<file path="src/rtl/if_fetch.sv">
// Instruction-fetch stage: single-outstanding bus read from the current PC, registered for decode.
// Optional IF_FETCH_PERF_EN adds delivered-instruction and stall-cycle counters.
module if_fetch #(
  parameter int unsigned      ADDR_W   = 32,
  parameter int unsigned      DATA_W   = 32,
  parameter logic [2:0]       HOLD_IF  = 3'b010,
  parameter logic [DATA_W-1:0] NOP_INST = 32'h0000_0013
) (
  input  logic              clk,
  input  logic              rst,
  input  logic [ADDR_W-1:0] pc_i,
  input  logic              jump_flag_i,
  input  logic [2:0]        hold_flag_i,
  input  logic              jtag_reset_flag_i,
  output logic              ibus_req_o,
  output logic [ADDR_W-1:0] ibus_addr_o,
  input  logic              ibus_gnt_i,
  input  logic              ibus_rvalid_i,
  input  logic [DATA_W-1:0] ibus_rdata_i,
  output logic [DATA_W-1:0] inst_o,
  output logic [ADDR_W-1:0] inst_addr_o,
  output logic              inst_valid_o,
  output logic              stall_req_o
`ifdef IF_FETCH_PERF_EN
  ,
  output logic [31:0]       perf_inst_o,
  output logic [31:0]       perf_stall_o
`endif
);

  localparam logic [1:0] IDLE = 2'd0;
  localparam logic [1:0] REQ  = 2'd1;
  localparam logic [1:0] WAIT = 2'd2;

  logic [1:0]        state_q, state_d;
  logic [ADDR_W-1:0] addr_q, addr_d;
  logic              drop_q, drop_d;
  logic              pend_valid_q, pend_valid_d;
  logic [DATA_W-1:0] pend_data_q, pend_data_d;
  logic [ADDR_W-1:0] pend_addr_q, pend_addr_d;
  logic [DATA_W-1:0] inst_q, inst_d;
  logic [ADDR_W-1:0] inst_addr_q, inst_addr_d;
  logic              inst_valid_q, inst_valid_d;

  logic flush;
  logic held;
  logic deliver;
  logic load_real;

  assign flush   = jump_flag_i | jtag_reset_flag_i;
  assign held    = (hold_flag_i >= HOLD_IF);
  // A response is only usable if nothing flushed it before or during its arrival.
  assign deliver = (state_q == WAIT) && ibus_rvalid_i && !drop_q && !flush;

  always_comb begin
    state_d = state_q;
    addr_d  = addr_q;
    drop_d  = drop_q;
    unique case (state_q)
      IDLE: begin
        if (!flush && !held && !pend_valid_q) begin
          addr_d  = pc_i;
          state_d = REQ;
        end
      end
      REQ: begin
        if (flush) drop_d = 1'b1;
        if (ibus_gnt_i) state_d = WAIT;
      end
      WAIT: begin
        if (ibus_rvalid_i) begin
          state_d = IDLE;
          drop_d  = 1'b0;
        end else if (flush) begin
          drop_d = 1'b1;
        end
      end
      default: begin
        state_d = IDLE;
        drop_d  = 1'b0;
      end
    endcase
  end

  always_comb begin
    inst_d       = inst_q;
    inst_addr_d  = inst_addr_q;
    inst_valid_d = inst_valid_q;
    pend_valid_d = pend_valid_q;
    pend_data_d  = pend_data_q;
    pend_addr_d  = pend_addr_q;
    load_real    = 1'b0;
    if (flush) begin
      inst_d       = NOP_INST;
      inst_valid_d = 1'b0;
      pend_valid_d = 1'b0;
    end else if (deliver && held) begin
      pend_data_d  = ibus_rdata_i;
      pend_addr_d  = addr_q;
      pend_valid_d = 1'b1;
    end else if (deliver) begin
      inst_d       = ibus_rdata_i;
      inst_addr_d  = addr_q;
      inst_valid_d = 1'b1;
      load_real    = 1'b1;
    end else if (pend_valid_q && !held) begin
      inst_d       = pend_data_q;
      inst_addr_d  = pend_addr_q;
      inst_valid_d = 1'b1;
      pend_valid_d = 1'b0;
      load_real    = 1'b1;
    end else if (!held) begin
      inst_valid_d = 1'b0;
    end
  end

  always_ff @(posedge clk) begin
    if (!rst) begin
      state_q      <= IDLE;
      addr_q       <= '0;
      drop_q       <= 1'b0;
      pend_valid_q <= 1'b0;
      pend_data_q  <= '0;
      pend_addr_q  <= '0;
      inst_q       <= NOP_INST;
      inst_addr_q  <= '0;
      inst_valid_q <= 1'b0;
    end else begin
      state_q      <= state_d;
      addr_q       <= addr_d;
      drop_q       <= drop_d;
      pend_valid_q <= pend_valid_d;
      pend_data_q  <= pend_data_d;
      pend_addr_q  <= pend_addr_d;
      inst_q       <= inst_d;
      inst_addr_q  <= inst_addr_d;
      inst_valid_q <= inst_valid_d;
    end
  end

  assign ibus_req_o   = (state_q == REQ);
  assign ibus_addr_o  = addr_q;
  assign inst_o       = inst_q;
  assign inst_addr_o  = inst_addr_q;
  assign inst_valid_o = inst_valid_q;
  // The PC may advance only once the current word is certain to be captured.
  assign stall_req_o  = !(deliver || pend_valid_q);

`ifdef IF_FETCH_PERF_EN
  logic [31:0] perf_inst_q;
  logic [31:0] perf_stall_q;

  always_ff @(posedge clk) begin
    if (!rst) begin
      perf_inst_q  <= '0;
      perf_stall_q <= '0;
    end else begin
      if (load_real && (perf_inst_q != 32'hFFFF_FFFF)) perf_inst_q <= perf_inst_q + 32'd1;
      if (stall_req_o && (perf_stall_q != 32'hFFFF_FFFF)) perf_stall_q <= perf_stall_q + 32'd1;
    end
  end

  assign perf_inst_o  = perf_inst_q;
  assign perf_stall_o = perf_stall_q;
`else
  logic unused_load_real;
  assign unused_load_real = load_real;
`endif

endmodule

</file>
<file path="config.mk">
export PLATFORM = sky130hd
export DESIGN_NAME = if_fetch
export DESIGN_NICKNAME = d
export VERILOG_FILES = /design/src/rtl/if_fetch.sv
export SDC_FILE = /design/constraint.sdc
export NUM_CORES = 1
export LEC_CHECK = 0
export BUFFER_PORTS_ARGS = -buffer_cell sky130_fd_sc_hd__buf_2
export CORE_ASPECT_RATIO = 0.9
export CORE_MARGIN = 4
export CORE_UTILIZATION = 28
export CTS_CLUSTER_DIAMETER = 150
export DETAILED_ROUTE_END_ITERATION = 16
export GPL_TIMING_DRIVEN = 0
export HOLD_SLACK_MARGIN = 0.08
export PLACE_DENSITY = 0.58
export SLEW_MARGIN = 10
export SYNTH_ARGS = -nofsm -noshare
export SYNTH_HDL_FRONTEND = slang
export SYNTH_SLANG_ARGS = --single-unit
export TNS_END_PERCENT = 30
</file>
<file path="constraint.sdc">
create_clock -name clk -period 2.55 [get_ports clk]
set_clock_uncertainty 0.1 [all_clocks]
set_input_delay 0.1275 -clock clk [delete_from_list [all_inputs] [get_ports clk]]
set_output_delay 0.1275 -clock clk [all_outputs]
set_load 0.01 [all_outputs]
</file>
==> metrics.md, run 1 <==
| Metric | Value |
|---|---|
| Status | `complete, no violations` |
| Worst Hold Class | `in -> reg` |
| Largest family of logic cells by synthesized area | `compound AO/OA/AOI/OAI gates` |
| CTS tree | `built` |
| Initial DRC Count | `between 200 and 300` |
| Routed wire length | `20,700 µm` |
| Element type at the critical path end | `output port` |
| CTS Sinks | `165` |
| WL/cell | `~15 µm` |
| Fin. max-slew vios | `0` |
| Flops & latches, synth | `165` |
| Largest net degree at the start of global routing | `20` |
| Mapped Cells | `782` |
| Clock slew at reported path FFs | `~60 ps` |
| Post-Syn Nets | `859` |
| Via count | `~6,200` |
| Hpwl dp | `14,600 µm` |
| Gr usage total | `15.4%` |
| Period utilization | `96.1%` |
| Die X | `172 µm` |
| Clk root buf | `clkbuf_16` |
| Mux cell area share after synthesis | `4.99%` |
| Pwr Total | `5.53 mW` |
| Critical Path Start Type | `input port` |
| # DRC | `0` |
| Leak | `3.71 nW` |
| First-pass GRT wire length | `32,700 µm` |
| Most used cell, CP | `buf_2` |
| CP max stage cell | `dlygate4sd3_1` |
| Setup violators final | `0` |
| Count of buffers from port buffering | `169` |
| Layout area overhead | `36.7%` |
| Worst vdd ir | `0.000375 V` |
| RePlAce Congestion | `0.798` |
| Max Cap Viol | `0` |
| Die Y | `156 µm` |
| RSZ-0062 raised after global routing | `yes` |
| Worst EP arrival | `approximately 2200 ps` |
| Hold depth | `5` |
| Final instance area | `0.00932 mm²` |
| Clock buffer depth | `2` |
| Post-CTS Setup Bufs | `0` |
| Worst r2r path cells | `6` |
| Final Non-Filler Cells | `~1,400` |
| PD cells | `roughly 600 mW/mm²` |
| Placed inst area | `0.00804 mm²` |
| Clk_lat worst skew | `420 ps` |
| Max Freq | `0.408 GHz` |
| Worst slew pin tran | `~760 ps` |
| Asr flop ratio synth | `0%` |
| Die area | `0.0269 mm²` |
| Vias per cell | `4.62` |
| Post-synthesis adder-cell area fraction | `0.734%` |
| Post-synth top area share | `around half` |
| Gr ovfl total | `0` |
| Max Fanout on Critical Path | `19` |
| Most common cell in the synthesized netlist | `nand2_1` |
| Ys Warns | `0` |
| Site Rows | `53` |
| Top post-synthesis cells by count | `258 x nand2_1, 165 x dfxtp_1, 63 x a31oi_1, 61 x o21ai_0, 56 x a21boi_2` |
| TritonCTS Buffers | `17` |
| Seq/Total Area, Yosys | `48.4%` |
| Main flop type after synthesis | `dfxtp_1` |
| Antenna violations before repair | `0` |
| Syn Area/Cell | `roughly 8.7 µm²` |
| Share of post-route cells with drive strength above 1 | `a little over a quarter` |
| Post-synth EDFFs | `0` |
| Area of the core | `0.0237 mm²` |
| CP max stage delay | `550 ps` |
| Post-Synthesis Cell Area | `0.00682 mm²` |
| Inst Count DP | `~1,300` |
| Final antenna-violating net count | `0` |
| Io pins | `172` |
| Post-synthesis simple-gate area fraction | `19.2%` |
| # nets final | `1,115` |
| Type of the worst setup path | `in -> out` |
| Post-synth top area cell | `dfxtp_1` |
| CP Cell Sequence | `dlygate4sd3_1 -> buf_2 -> or4b_1 -> buf_4 -> nor2_2 -> buf_6 -> nor2_1 -> buf_2` |
| Initial Util | `28.8%` |
| Final Hold Fails | `0` |
| Diodes inserted | `0` |
| XOR/XNOR Fraction of Synth Area | `0%` |
| CP required | `about 2300 ps` |
| # H-tree levels | `4` |
| Vias in the first global route | `~6,100` |
| Iteration count of the initial detailed-routing pass | `4` |
| Tmin final | `approximately 2500 ps` |
| Synth unique cells | `34` |
| Max-slew headroom | `between 40 and 50%` |
| Synth Area in Compound Gates | `a little over a fifth` |
| Most area-consuming cells after synthesis | `dfxtp_1 48%, nand2_1 14%, a21boi_2 9.2%` |
==> critical path: cells and delay by family <==
family | cells | cell delay, ps
buf+inv | 5 | 1290
simple gates | 3 | 800
==> per-layer routing <==
| layer | wire length, µm | vias to the layer above | track usage (%) |
|---|---|---|---|
| li1 | - | 3150 | - |
| met1 | 10300 | 2903 | 21.0 |
| met2 | 8980 | 167 | 24.0 |
| met3 | 1260 | 15 | 4.43 |
| met4 | 221 | 0 | 3.63 |
| met5 | 0 | - | 0 |
==> kinds of logic (layout without fill, tap and decap cells) <==
logic type | Yosys count | after routing
buffers and inverters | 67 | 333
AO/OA/AOI/OAI | 200 | 200
multiplexers | 34 | 34
AND/OR/NAND/NOR | 312 | 312
adder cells (fa/ha/maj) | 4 | 4
flip-flops | 165 | 165
==> area by class of cell <==
type	count	area [µm²]
repair buffers	238	1540
plain buffers	60	317
flip-flops and latches	165	3300
clock buffers	20	457
well taps	302	378
fillers	2386	14400
inverters	6	22.5
clock inverters	9	130
multi-input cells	550	3180
==> sequential cells by signal, indices dropped and copies added (netlist names) <==
name and flops:
ibus_addr_o 32, inst_o 32, inst_addr_o 32, state_q 2, inst_valid_o 1, pend_addr_q 32
pend_data_q 32, pend_valid_q 1, drop_q 1
==> metrics by stage <==
| step | TNS (ps) | hold WS, ps | util (%) | setup slack, ps |
|---|---|---|---|---|
| global placement | 0 | 280 | 34.0 | 180 |
| floorplan | 0 | 172 | - | 607 |
| CTS | 0 | 83.7 | 39.4 | 51.2 |
| global route | -0.358 | 121 | 39.4 | -0.358 |
| detailed placement | 0 | 285 | 34.0 | 161 |
| finish | 0 | 111 | 39.4 | 99.1 |
==> power by group <==
| group | leakage, nW | total [mW] | internal (mW) | switching, mW |
|---|---|---|---|---|
| Clock | 0.288 | 2.64 | 1.58 | 1.06 |
| Combinational | 2.09 | 0.295 | 0.174 | 0.122 |
| Sequential | 1.33 | 2.60 | 2.59 | 0.0135 |
==> cell usage in the layout (no fill, tap or decap), types with 4 or more instances in the layout <==
cell	netlist	final
a21boi_1	4	4
a21boi_2	56	56
dlygate4sd3_1	0	69
nor2b_1	32	32
inv_1	6	6
clkbuf_1	39	40
ha_1	4	4
buf_6	9	10
mux2i_1	34	34
nor2_1	7	7
o21ai_0	61	61
nand2_1	258	258
clkbuf_16	0	17
a21boi_0	4	4
a21oi_1	5	5
dfxtp_1	165	165
a31oi_1	63	63
buf_2	11	178
==> worst paths after layout <==
check,start,endpoint,slack (ps)
max,jtag_reset_flag_i,stall_req_o,100
min,jump_flag_i,drop_q,110
max reg2reg,state_q[0],inst_addr_o[10],170
min reg2reg,pend_addr_q[24],pend_addr_q[24],350
==> timing repair <==
action / in CTS / in global routing
hold endpoints to repair: 99 / 0
endpoints found under the setup margin: 1 / 2
gates resized for setup: 1 / 1
cloned: 0 / 0
pin swaps: 0 / 0
hold buffers: 69 / 0
Note: power is estimated with default switching activity, not from simulation.
==> run 2: changes to the inputs <==
Settings changed: CORE_UTILIZATION 28 to 45, MAX_ROUTING_LAYER from default to met4, PLACE_DENSITY 0.58 to 0.82.
Clock period 2.55 ns to 2 ns, I/O delays scaled along.
==> run 2 against run 1 <==
Effect of this change: sequential share of layout area shrank 0.96 points; combinational power grew 34%; total power grew 31%; critical path type is now reg -> reg; highest routed layer unchanged.
==> metrics.md, run 2 (synthesized netlist as in run 1, its figures left out) <==
| Metric | Value |
|---|---|
| Inst Count DP | `1,149` |
| Clk root buf | `clkbuf_16` |
| # nets final | `1,130` |
| CP startpoint | `state_q[1]` |
| Final antenna-violating net count | `0` |
| Critical R2R Launch | `state_q[1]` |
| Vias in the first global route | `6,531` |
| Buf+Inv Stages, Crit Path | `4` |
| HP Start | `ibus_rvalid_i` |
| Hold depth | `3` |
| Iteration count of the initial detailed-routing pass | `4` |
| Share of post-route cells with drive strength above 1 | `between 30% and 40%` |
| Critical Path Start Type | `flop` |
| TritonCTS Buffers | `17` |
| Antenna violations before repair | `0` |
| Final Hold Fails | `0` |
| Hpwl dp | `13,100 µm` |
| Clk_lat worst skew | `430 ps` |
| Worst vdd ir | `a little over 0.0006 V` |
| Leak | `3.88 nW` |
| Via count | `6,596` |
| Initial Util | `~46%` |
| Clock buffer depth | `2` |
| Die Y | `approximately 120 µm` |
| Placed inst area | `0.00791 mm²` |
| Initial DRC Count | `458` |
| CP max stage delay | `410 ps` |
| Max Freq | `0.504 GHz` |
| WL/cell | `16.5 µm` |
| Type of the worst setup path | `reg -> reg` |
| Area of the core | `0.0148 mm²` |
| CTS tree | `built` |
| Fin Setup TNS | `0 ps` |
| Max-slew headroom | `64.5%` |
| CP max stage cell | `or3_1` |
| Largest net degree at the start of global routing | `17` |
| Worst slew pin tran | `533 ps` |
| Worst hold slack | `between 100 and 150 ps` |
| CP required | `about 2200 ps` |
| Worst Hold End | `state_q[0]` |
| Element type at the critical path end | `flop` |
| Fin. max-slew vios | `0` |
| Layout area overhead | `40.6%` |
| CTS Sinks | `165` |
| # H-tree levels | `4` |
| Most frequent cells in the layout | `257 x nand2_1, 171 x buf_2, 163 x dfxtp_1` |
| Gr usage total | `between 20% and 30%` |
| Gr ovfl total | `0` |
| Worst r2r path cells | `8` |
| Worst EP arrival | `2200 ps` |
| PD cells | `about 750 mW/mm²` |
| Status | `complete, no violations` |
| First-pass GRT wire length | `33,100 µm` |
| Period utilization | `99.2%` |
| Count of buffers from port buffering | `169` |
| Max Fanout on Critical Path | `10` |
| Routed wire length | `20,900 µm` |
| Diodes inserted | `0` |
| Die X | `138 µm` |
| Vias per cell | `5.22` |
| Setup violators final | `0` |
| Site Rows | `42` |
| RSZ-0062 raised after global routing | `yes` |
| Final instance area | `0.00959 mm²` |
| CP Cell Sequence | `inv_1 -> ha_4 -> inv_1 -> or3_1 -> buf_4 -> buf_6 -> mux2i_2 -> nor2b_1` |
| Most common cell after layout, fill and taps aside | `nand2_1` |
| Crit-path leading delay family | `buffers and inverters` |
| R2r setup slk | `20 ps` |
| Max Cap Viol | `0` |
| Worst Hold Class | `in -> reg` |
| # DRC | `0` |
| Clock slew at reported path FFs | `around 60 ps` |
| Io pins | `172` |
| Most used cell, CP | `inv_1` |
| Die area | `0.0172 mm²` |
| Reg-to-Reg End | `ibus_addr_o[11]` |
| Final Non-Filler Cells | `approximately 1,300` |
| Tmin final | `1980 ps` |
| RePlAce Congestion | `0.852` |
## run 2: worst max path at each step
| stage | to | slack, ps | cells after the start |
|---|---|---|---|
| 2_1_floorplan | inst_o[11] | 60 | 7 |
| 3_3_place_gp | inst_o[16] | -300 | 7 |
| 3_5_place_dp | inst_addr_o[24] | -360 | 6 |
| 4_1_cts | stall_req_o | -60 | 7 |
| 5_1_grt | inst_addr_o[15] | -60 | 8 |
| 6_report | ibus_addr_o[11] | 20 | 8 |
## run 2: final cells by class
cell class              instances  area (µm²)
inverters                       6        28.8
clock inverters                14         200
plain buffers                  60         445
fillers                      1152        5180
flip-flops and latches        165        3310
repair buffers                252        1670
multi-input cells             551        3250
well taps                     198         248
clock buffers                  18         439
## run 2: per-stage QoR
stage | power [mW] | util (%) | setup WS [ps]
after global placement | 3.65 | 53.6 | -303
after CTS | 7.24 | 64.4 | -57.9
final | 7.23 | 64.9 | 16.7
after detailed placement | 3.66 | 53.6 | -360
after floorplan | 3.52 | - | 56.8
after global routing | 7.42 | 64.9 | -64.5
## run 2: what timing repair did
action / in CTS / in global routing
buffers inserted: 10 / 2
hold buffers: 69 / 0
cloned: 3 / 0
endpoints found under the hold margin: 101 / 0
pin swaps: 5 / 2
gates resized for setup: 49 / 28
setup endpoints to repair: 130 / 150
## run 2: worst reg2reg max path: cells and delay by family (launching register included)
family,cells,cell delay (ps)
flip-flops,1,340
adder cells (fa/ha/maj),1,170
buffers and inverters,4,580
multiplexers,1,200
AND/OR/NAND/NOR,2,480
## run 2: power breakdown
group	switching [mW]	internal, mW	total (mW)
combinational	0.167	0.228	0.395
sequential	0.0173	3.30	3.32
clock	1.38	2.14	3.51
total	1.56	5.67	7.23
## run 2: metal layers
| layer | GRT usage, % | routed length [µm] |
|---|---|---|
| met2 | 39.8 | 10000 |
| met1 | 30.9 | 8820 |
| met4 | 8.25 | 371 |
| met5 | - | 0 |
| met3 | 6.14 | 1640 |
==> run 3: changes to the inputs <==
Settings changed: RECOVER_POWER from default to 50.
==> run 3 against run 2 <==
Effect of this change: combinational power is essentially flat; flip-flop and latch count is the same; register-to-register slack is essentially flat; clock power is essentially flat; fmax shrank 0.39%; sequential power is essentially flat; utilization shrank 0.83 points; critical path depth is the same; via count grew 0.12%; highest routed layer unchanged.
==> metrics.md, run 3 (synthesized netlist as in run 1, its figures left out) <==
| Metric | Value |
|---|---|
| Worst EP arrival | `2210 ps` |
| Type of the worst setup path | `reg -> reg` |
| Layout area overhead | `38.8%` |
| Tmin final | `1990 ps` |
| Worst slew pin tran | `545 ps` |
| Area of the core | `0.0148 mm²` |
| First-pass GRT wire length | `33,100 µm` |
| Clk_lat worst skew | `430 ps` |
| Leak | `between 3 and 4 nW` |
| Count of buffers from port buffering | `around 170` |
| Antenna violations before repair | `0` |
| Setup violators final | `0` |
| Reg-to-Reg End | `ibus_addr_o[11]` |
| Worst vdd ir | `0.000617 V` |
| Status | `complete, no violations` |
| Gr usage total | `24.9%` |
| Inst Count DP | `1,149` |
| Via count | `6,604` |
| Routed wire length | `20,900 µm` |
| Worst Hold End | `state_q[0]` |
| # nets final | `1,130` |
| RePlAce Congestion | `0.852` |
| Worst hold slack | `129 ps` |
| Fin. max-slew vios | `0` |
| R2r setup slk | `9 ps` |
| Worst Hold Class | `in -> reg` |
| Hold depth | `3` |
| Most common cell after layout, fill and taps aside | `nand2_1` |
| Worst r2r path cells | `8` |
| Die area | `0.0172 mm²` |
| Fin Setup TNS | `0 ps` |
| Die X | `138 µm` |
| Final antenna-violating net count | `0` |
| Max-slew headroom | `a little under two thirds` |
| Initial DRC Count | `473` |
| Final instance area | `0.00947 mm²` |
| Period utilization | `approximately 100%` |
| WL/cell | `16.5 µm` |
| Die Y | `125 µm` |
| # DRC | `0` |
| Max Fanout on Critical Path | `10` |
| Max Cap Viol | `0` |
| Element type at the critical path end | `flop` |
| Vias per cell | `5.22` |
| Most frequent cells in the layout | `257 x nand2_1, 163 x dfxtp_1, 124 x clkbuf_1` |
| CP required | `2220 ps` |
| Diodes inserted | `0` |
| Vias in the first global route | `6,531` |
| CTS Sinks | `around 170` |
| Share of post-route cells with drive strength above 1 | `21.4%` |
| RSZ-0062 raised after global routing | `yes` |
| Initial Util | `roughly 46%` |
| Final Hold Fails | `0` |
| Io pins | `172` |
| Clock slew at reported path FFs | `60 ps` |
| Iteration count of the initial detailed-routing pass | `4` |
| Max Freq | `~0.5 GHz` |
| TritonCTS Buffers | `17` |
| Critical Path Start Type | `flop` |
| Gr ovfl total | `0` |
| PD cells | `~760 mW/mm²` |
| Hpwl dp | `between 10,000 and 15,000 µm` |
| Clock buffer depth | `2` |
| Final Non-Filler Cells | `1,264` |
| Critical R2R Launch | `state_q[1]` |
| Largest net degree at the start of global routing | `17` |
| Site Rows | `42` |
| # H-tree levels | `4` |
| Clk root buf | `clkbuf_16` |
| CTS tree | `built` |
| HP Start | `ibus_rvalid_i` |
| Placed inst area | `0.00791 mm²` |
==> run 3: timing repair <==
action                                  4_1_cts  5_1_grt
gates cloned                                  3        0
pin swaps                                     5        2
gates resized for setup                      49       28
endpoints found under the setup margin      130      150
setup buffers                                10        2
hold buffers                                 69        0
endpoints found under the hold margin       101        0
==> run 3: power by group <==
group	internal (mW)	total (mW)	switching, mW
combinational	0.224	0.392	0.167
clock	2.14	3.51	1.37
sequential	3.30	3.32	0.0175
total	5.66	7.22	1.55
==> run 3: final cells by class <==
| cell class | instances | area, µm² |
|---|---|---|
| Buffer | 60 | 445 |
| Multi-Input combinational cell | 551 | 3250 |
| Clock buffer | 18 | 439 |
| Fill cell | 1229 | 5300 |
| Sequential cell | 165 | 3310 |
| Timing Repair Buffer | 252 | 1550 |
| Tap cell | 198 | 248 |
| Inverter | 6 | 28.8 |
| Clock inverter | 14 | 200 |
==> run 3: worst max-delay path: stages, from the launching register on <==
cell and delay [ps]:
dfxtp_1 350, inv_1 150, ha_4 170, inv_1 60, or3_1 410, buf_4 200
buf_6 170, mux2i_2 200, nor2b_1 70
==> run 3: worst max-delay path by stage <==
| stage | to | depth (start not counted) | startpoint |
|---|---|---|---|
| 2_1_floorplan | inst_o[11] | 7 | state_q[0] |
| 3_3_place_gp | inst_o[16] | 7 | state_q[0] |
| 3_5_place_dp | inst_addr_o[24] | 6 | state_q[0] |
| 4_1_cts | stall_req_o | 7 | drop_q |
| 5_1_grt | inst_addr_o[15] | 8 | state_q[0] |
| 6_report | ibus_addr_o[11] | 8 | state_q[1] |
==> run 3: through the flow <==
step	total power, mW	worst slack (ps)	util (%)
after global routing	7.41	-64.5	64.1
after floorplan	3.52	56.8	-
after CTS	7.24	-57.9	64.4
final	7.22	8.96	64.1
after global placement	3.65	-303	53.6
after detailed placement	3.66	-360	53.6
==> run 3: metal layers <==
| metal | up-vias | GRT usage [%] | wire [µm] | part of all wire, % |
|---|---|---|---|---|
| met4 | 0 | 8.25 | 368 | 1.8 |
| met2 | 243 | 39.8 | 10000 | 48 |
| li1 | 3199 | - | - | - |
| met5 | - | - | 0 | 0 |
| met3 | 36 | 6.14 | 1530 | 7.3 |
| met1 | 3126 | 30.9 | 8980 | 43 |
